`config.mk`:
```
export PLATFORM = sky130hd
export DESIGN_NAME = baser_257b_lock_ctrl
export DESIGN_NICKNAME = d
export VERILOG_FILES = /design/src/rtl/baser_257b_lock_ctrl.sv
export SDC_FILE = /design/constraint.sdc
export NUM_CORES = 1
export LEC_CHECK = 0
export ABC_AREA = 0
export CAP_MARGIN = 30
export CORE_ASPECT_RATIO = 1.5
export CORE_MARGIN = 1.5
export CORE_UTILIZATION = 49
export CTS_CLUSTER_SIZE = 14
export DETAILED_ROUTE_END_ITERATION = 10
export PLACE_DENSITY_LB_ADDON = 0.08
export SLEW_MARGIN = 20
export SYNTH_ARGS = -nofsm -noshare
export SYNTH_HDL_FRONTEND = slang
export SYNTH_SLANG_ARGS = --single-unit
```
`constraint.sdc`:
```
create_clock -name clk -period 2.8 [get_ports clk]
set_clock_uncertainty 0.05 [all_clocks]
set_input_delay 0.42 -clock clk [delete_from_list [all_inputs] [get_ports clk]]
set_output_delay 0.42 -clock clk [all_outputs]
set_load 0.01 [all_outputs]
```
`src/rtl/baser_257b_lock_ctrl.sv`:
```
// Block-lock controller for the 256B/257B receive path: hunts for lock via
// bit slips, monitors invalid headers while locked, and gates checker valid.
module baser_257b_lock_ctrl #(
  parameter int LOCK_CNT  = 64,
  parameter int WIN_CNT   = 1024,
  parameter int INV_LIMIT = 16,
  parameter int SLIP_WAIT = 4,
  parameter int CNT_W     = 11
) (
  input  logic        clk,
  input  logic        i_rst_n,
  input  logic        i_blk_valid,
  input  logic        i_sh,
  input  logic [3:0]  i_hdr_nib,
  output logic        o_chk_valid,
  output logic        o_block_lock,
  output logic        o_slip,
  output logic [31:0] o_slip_count,
  output logic [31:0] o_lock_loss_count,
  output logic [1:0]  o_state
);

  localparam int WAIT_W = $clog2(SLIP_WAIT + 1);

  localparam logic [CNT_W-1:0]  LOCK_C    = CNT_W'(LOCK_CNT);
  localparam logic [CNT_W-1:0]  WIN_C     = CNT_W'(WIN_CNT);
  localparam logic [CNT_W-1:0]  INV_C     = CNT_W'(INV_LIMIT);
  localparam logic [CNT_W-1:0]  CNT_ONE   = CNT_W'(1);
  localparam logic [WAIT_W-1:0] WAIT_LAST = WAIT_W'(SLIP_WAIT - 1);
  localparam logic [WAIT_W-1:0] WAIT_ONE  = WAIT_W'(1);

  typedef enum logic [1:0] {
    ST_UNLOCK    = 2'd0,
    ST_SLIP_WAIT = 2'd1,
    ST_LOCKED    = 2'd2
  } state_e;

  state_e            state_q, state_d;
  logic [CNT_W-1:0]  blk_cnt_q, blk_cnt_d;
  logic [CNT_W-1:0]  inv_cnt_q, inv_cnt_d;
  logic [WAIT_W-1:0] wait_cnt_q, wait_cnt_d;
  logic              lock_q, lock_d;
  logic              slip_q, slip_d;
  logic [31:0]       slip_cnt_q, slip_cnt_d;
  logic [31:0]       loss_cnt_q, loss_cnt_d;

  logic              blk_invalid;
  logic [CNT_W-1:0]  blk_inc;
  logic [CNT_W-1:0]  inv_inc;

  function automatic logic [31:0] sat_inc(input logic [31:0] v);
    return (v == 32'hFFFF_FFFF) ? v : v + 32'd1;
  endfunction

  // A block is bad only when the sync header says control and all four flags are set.
  assign blk_invalid = ~i_sh & (&i_hdr_nib);
  assign blk_inc     = blk_cnt_q + CNT_ONE;
  assign inv_inc     = inv_cnt_q + CNT_W'(blk_invalid);

  always_comb begin
    state_d    = state_q;
    blk_cnt_d  = blk_cnt_q;
    inv_cnt_d  = inv_cnt_q;
    wait_cnt_d = wait_cnt_q;
    lock_d     = lock_q;
    slip_d     = 1'b0;
    slip_cnt_d = slip_cnt_q;
    loss_cnt_d = loss_cnt_q;

    case (state_q)
      ST_UNLOCK: begin
        lock_d = 1'b0;
        if (i_blk_valid) begin
          if (blk_invalid) begin
            state_d    = ST_SLIP_WAIT;
            slip_d     = 1'b1;
            slip_cnt_d = sat_inc(slip_cnt_q);
            blk_cnt_d  = '0;
            inv_cnt_d  = '0;
            wait_cnt_d = '0;
          end else if (blk_inc == LOCK_C) begin
            state_d   = ST_LOCKED;
            lock_d    = 1'b1;
            blk_cnt_d = '0;
            inv_cnt_d = '0;
          end else begin
            blk_cnt_d = blk_inc;
          end
        end
      end

      // Gearbox output is unsettled right after a slip, so blocks are ignored.
      ST_SLIP_WAIT: begin
        lock_d = 1'b0;
        if (wait_cnt_q == WAIT_LAST) begin
          state_d    = ST_UNLOCK;
          wait_cnt_d = '0;
        end else begin
          wait_cnt_d = wait_cnt_q + WAIT_ONE;
        end
      end

      ST_LOCKED: begin
        if (i_blk_valid) begin
          if (inv_inc == INV_C) begin
            state_d    = ST_SLIP_WAIT;
            lock_d     = 1'b0;
            slip_d     = 1'b1;
            slip_cnt_d = sat_inc(slip_cnt_q);
            loss_cnt_d = sat_inc(loss_cnt_q);
            blk_cnt_d  = '0;
            inv_cnt_d  = '0;
            wait_cnt_d = '0;
          end else if (blk_inc == WIN_C) begin
            blk_cnt_d = '0;
            inv_cnt_d = '0;
          end else begin
            blk_cnt_d = blk_inc;
            inv_cnt_d = inv_inc;
          end
        end
      end

      default: begin
        state_d    = ST_UNLOCK;
        lock_d     = 1'b0;
        blk_cnt_d  = '0;
        inv_cnt_d  = '0;
        wait_cnt_d = '0;
      end
    endcase
  end

  always_ff @(posedge clk or negedge i_rst_n) begin
    if (!i_rst_n) begin
      state_q    <= ST_UNLOCK;
      blk_cnt_q  <= '0;
      inv_cnt_q  <= '0;
      wait_cnt_q <= '0;
      lock_q     <= 1'b0;
      slip_q     <= 1'b0;
      slip_cnt_q <= '0;
      loss_cnt_q <= '0;
    end else begin
      state_q    <= state_d;
      blk_cnt_q  <= blk_cnt_d;
      inv_cnt_q  <= inv_cnt_d;
      wait_cnt_q <= wait_cnt_d;
      lock_q     <= lock_d;
      slip_q     <= slip_d;
      slip_cnt_q <= slip_cnt_d;
      loss_cnt_q <= loss_cnt_d;
    end
  end

  // Combinational so the gate lines up with the block data going to the checker.
  assign o_chk_valid       = i_blk_valid & lock_q & i_rst_n;
  assign o_block_lock      = lock_q;
  assign o_slip            = slip_q;
  assign o_slip_count      = slip_cnt_q;
  assign o_lock_loss_count = loss_cnt_q;
  assign o_state           = state_q;

endmodule

```
==> impl_results.md <==
* Status: complete, but fails checks
* Failing checks: design-rule violations
* Largest net degree at the start of global routing at 52
* TritonRoute pass-1 iters at 9
* Tmin final at 2.679 ns
* ANT cells at 0
* Ys Warns at 0
* CTS Buf Count at 9
* Gp weighted congestion at roughly 0.80
* Clock power share at 34.7%
* Data required, critical path at 3.02 ns
* Comb power frac at 20.8%
* Clock sink count at 93
* Critical path endpoint category: flop
* Compound-cell area share of the yosys netlist at 10.54%
* Worst Slack Setup Final at approximately 0.12 ns
* XOR/XNOR share of the synthesized area at 13.08%
* Post-synth top flop: dfrtp_1
* DRT Wirelength at ~13 mm
* Critical Path Fanout Max at 9
* TritonCTS clock tree: yes
* Sequential area share after synthesis at between 40% and 50%
* Via Count at 4187
* Critical path arrival at 2.90 ns
* Setup crit start: inv_cnt_q[0]$_DFFE_PN0P_
* Share of layout cells above drive strength 1 at between 10% and 20%
* Reg2reg setup slack at 0.12 ns
* Initial antenna violation count at 0
* Die Area at 10880 µm²
* Most common cell after layout, fill and taps aside: dfrtp_1
* Net Sw Frac at a little under a third
* Syn avg cell area at 10.09 µm²
* Fin. Hold Viols at 0
* GRT Total Usage at 24.09%
* Row Count at 45
* Layout Nets at between 600 and 700
* Routed wire per std cell at 17.10 µm
* R2r endpoint: o_slip_count[31]$_DFFE_PN0P_
* Int Pwr at 0.002500 W
* Clock slew at reported path FFs at 0.07 ns
* Mux share of post-synthesis cell area at less than 1%
* Starting Density at 50.12%
* Hold_buf cts at 0
* CTS max path bufs at 2
* Area growth syn-to-layout at 30.61%
* Slew @ Worst Pin at 0.6589 ns
* Cell area after synthesis at 5024 µm²
* H-tree levels at 3
* Setup crit start kind: flop
* Cells after synthesis at ~500
* Total core area at 10020 µm²
* First-pass GRT wire length at 20.77 mm
* Die height at 127.0 µm
* Critical R2R Launch: inv_cnt_q[0]$_DFFE_PN0P_
* Seq pwr share at roughly 44%
* 1st-iter DRT viols at roughly 240
* Routed Antenna Nets at 0
* Setup-violating endpoint count in the final report at 0
* Port buffer count at 76
* Root Driver: clkbuf_16
* Die width at 85.67 µm
* Crit path kind: reg -> reg
* HP Class: in -> async
* Fin crit share at between 90% and 100%
* Final Slew Violations at 0
* Final hold slack at between 0.1 and 0.15 ns
* Sw Pwr at approximately 0.0011 W
* Asr flop ratio synth at 100.0%
* Slew HR at between 50% and 60%
* Worst setup path endpoint: o_slip_count[31]$_DFFE_PN0P_
* Number of remaining DRC errors at 2
* Fmax at about 370 MHz
* Peak supply drop at 0.3970 mV
* Yosys reg bits at 93
* Vias/cell at 5.712
* Vias in the first global route at between 4000 and 5000
* Total gr overflow at 0
* R2R cell count at 11
* Largest family of logic cells by synthesized area: simple AND/OR/NAND/NOR gates
* Setup total negative slack at 0 ns
* Post-synth EDFFs at 0
* Cell variety after synth at 62
* Post-Syn Nets at 512
* Leakage Power at 2.787 nW
* Most frequent cells in the layout: dfrtp_1, clkdlybuf4s50_1, nand2_1, xnor2_1, buf_4
* Final total power at 0.003584 W
* Final Core Density at 65.47%
* Worst skew pair latency at ~0.35 ns
* Ports at 77
* Simple-gate share of the synthesized area at roughly 25%
* Pwr/cell area at 546.2 nW/µm²
* Max_cap viols at 0
* Adder-Cell Fraction of Synth Area at 1.494%
* Pre-CTS setup slack at -0.6810 ns
* Detailed Place HPWL at 8.990 mm
cell usage after synthesis, types with 3 or more instances:
library cell	instances	area, µm²
nor4_4	3	63.81
nor4_1	3	18.77
xor2_1	27	236.5
nor2_1	30	112.6
o21ai_0	17	85.08
xnor2_1	48	420.4
nand4_1	25	156.4
a2bb2oi_1	4	35.03
buf_2	6	30.03
nand2_1	58	217.7
o31ai_1	6	45.04
nor2b_1	4	25.02
a21o_1	3	22.52
or2_2	3	18.77
a31oi_1	9	56.30
nand2b_1	4	25.02
and2_1	5	31.28
ha_1	6	75.07
nand3_1	36	180.2
and4_1	7	61.31
nor3_1	9	45.04
a21oi_1	8	40.04
a22o_1	4	35.03
and3_1	17	106.4
clkbuf_1	4	15.01
dfrtp_1	93	2327
inv_1	10	37.54
nor3_2	5	50.05
worst min-delay path by stage:
stage | from | slack (ns) | to
floorplan | i_rst_n | 0.07 | blk_cnt_q[0]$_DFFE_PN0P_
global placement | o_lock_loss_count[23]$_DFFE_PN0P_ | 0.42 | o_lock_loss_count[23]$_DFFE_PN0P_
finish | i_rst_n | 0.11 | blk_cnt_q[0]$_DFFE_PN0P_
CTS | i_rst_n | 0.13 | blk_cnt_q[0]$_DFFE_PN0P_
detailed placement | o_lock_loss_count[23]$_DFFE_PN0P_ | 0.42 | o_lock_loss_count[23]$_DFFE_PN0P_
global route | i_rst_n | 0.15 | blk_cnt_q[0]$_DFFE_PN0P_
per-stage QoR:
stage | cell area, µm² | cells
final | 6561 | 733
after floorplan | 5085 | 498
after global placement | 6195 | 713
after CTS | 6519 | 732
after detailed placement | 6195 | 713
after global routing | 6561 | 733
power by group through the flow:
stage	sequential (W)	clock [W]	combinational [W]
after global placement	0.00160	0	0.000718
after detailed placement	0.00161	0	0.000734
after global routing	0.00161	0.00133	0.000838
after CTS	0.00159	0.00127	0.000739
final	0.00159	0.00125	0.000746
after floorplan	0.00157	0	0.000412
kinds of logic (layout without fill, tap and decap cells):
| group | after synthesis | in the layout |
|---|---|---|
| and+or+nand+nor | 223 | 223 |
| DFF | 93 | 93 |
| xor gates and xnor gates | 75 | 75 |
| AOI/OAI and AO/OA | 71 | 71 |
| buffers and inverters | 26 | 144 |
| adders and majority gates | 6 | 6 |
| muxes | 4 | 4 |
worst max-delay path, cell delays in order (launching register included):
cell,delay (ns)
dfrtp_1,0.40
ha_2,0.20
ha_4,0.18
buf_4,0.14
nor3b_2,0.19
a31oi_1,0.09
nor4_4,0.27
buf_6,0.18
a31o_2,0.18
nand4_2,0.26
nor3_1,0.29
xor2_1,0.16
timing repair:
action                                  in CTS  in global routing
pin swaps                                    9                  7
resized for setup                           18                  7
buffers inserted                             3                  1
endpoints found under the setup margin      87                 23
registers in the layout, indices dropped and copies added, names as in the netlist:
register	count
inv_cnt_q	11
o_lock_loss_count	32
o_state	2
blk_cnt_q	11
o_slip_count	32
o_slip	1
o_block_lock	1
wait_cnt_q	3
routing by layer:
layer,track usage [%],routed length (µm)
met1,29.22,5113
met2,41.87,6612
met3,4.716,502
met4,9.393,302
met5,0,0
final cells by class:
cell class | count | area, µm²
repair buffers | 118 | 1076
clock buffers | 11 | 242.7
flip-flops and latches | 93 | 2327
fillers | 839 | 3461
inverters | 10 | 37.54
multi-input cells | 379 | 2671
clock inverters | 5 | 60.06
well taps | 117 | 146.4
(Power assumes the default switching activity.)
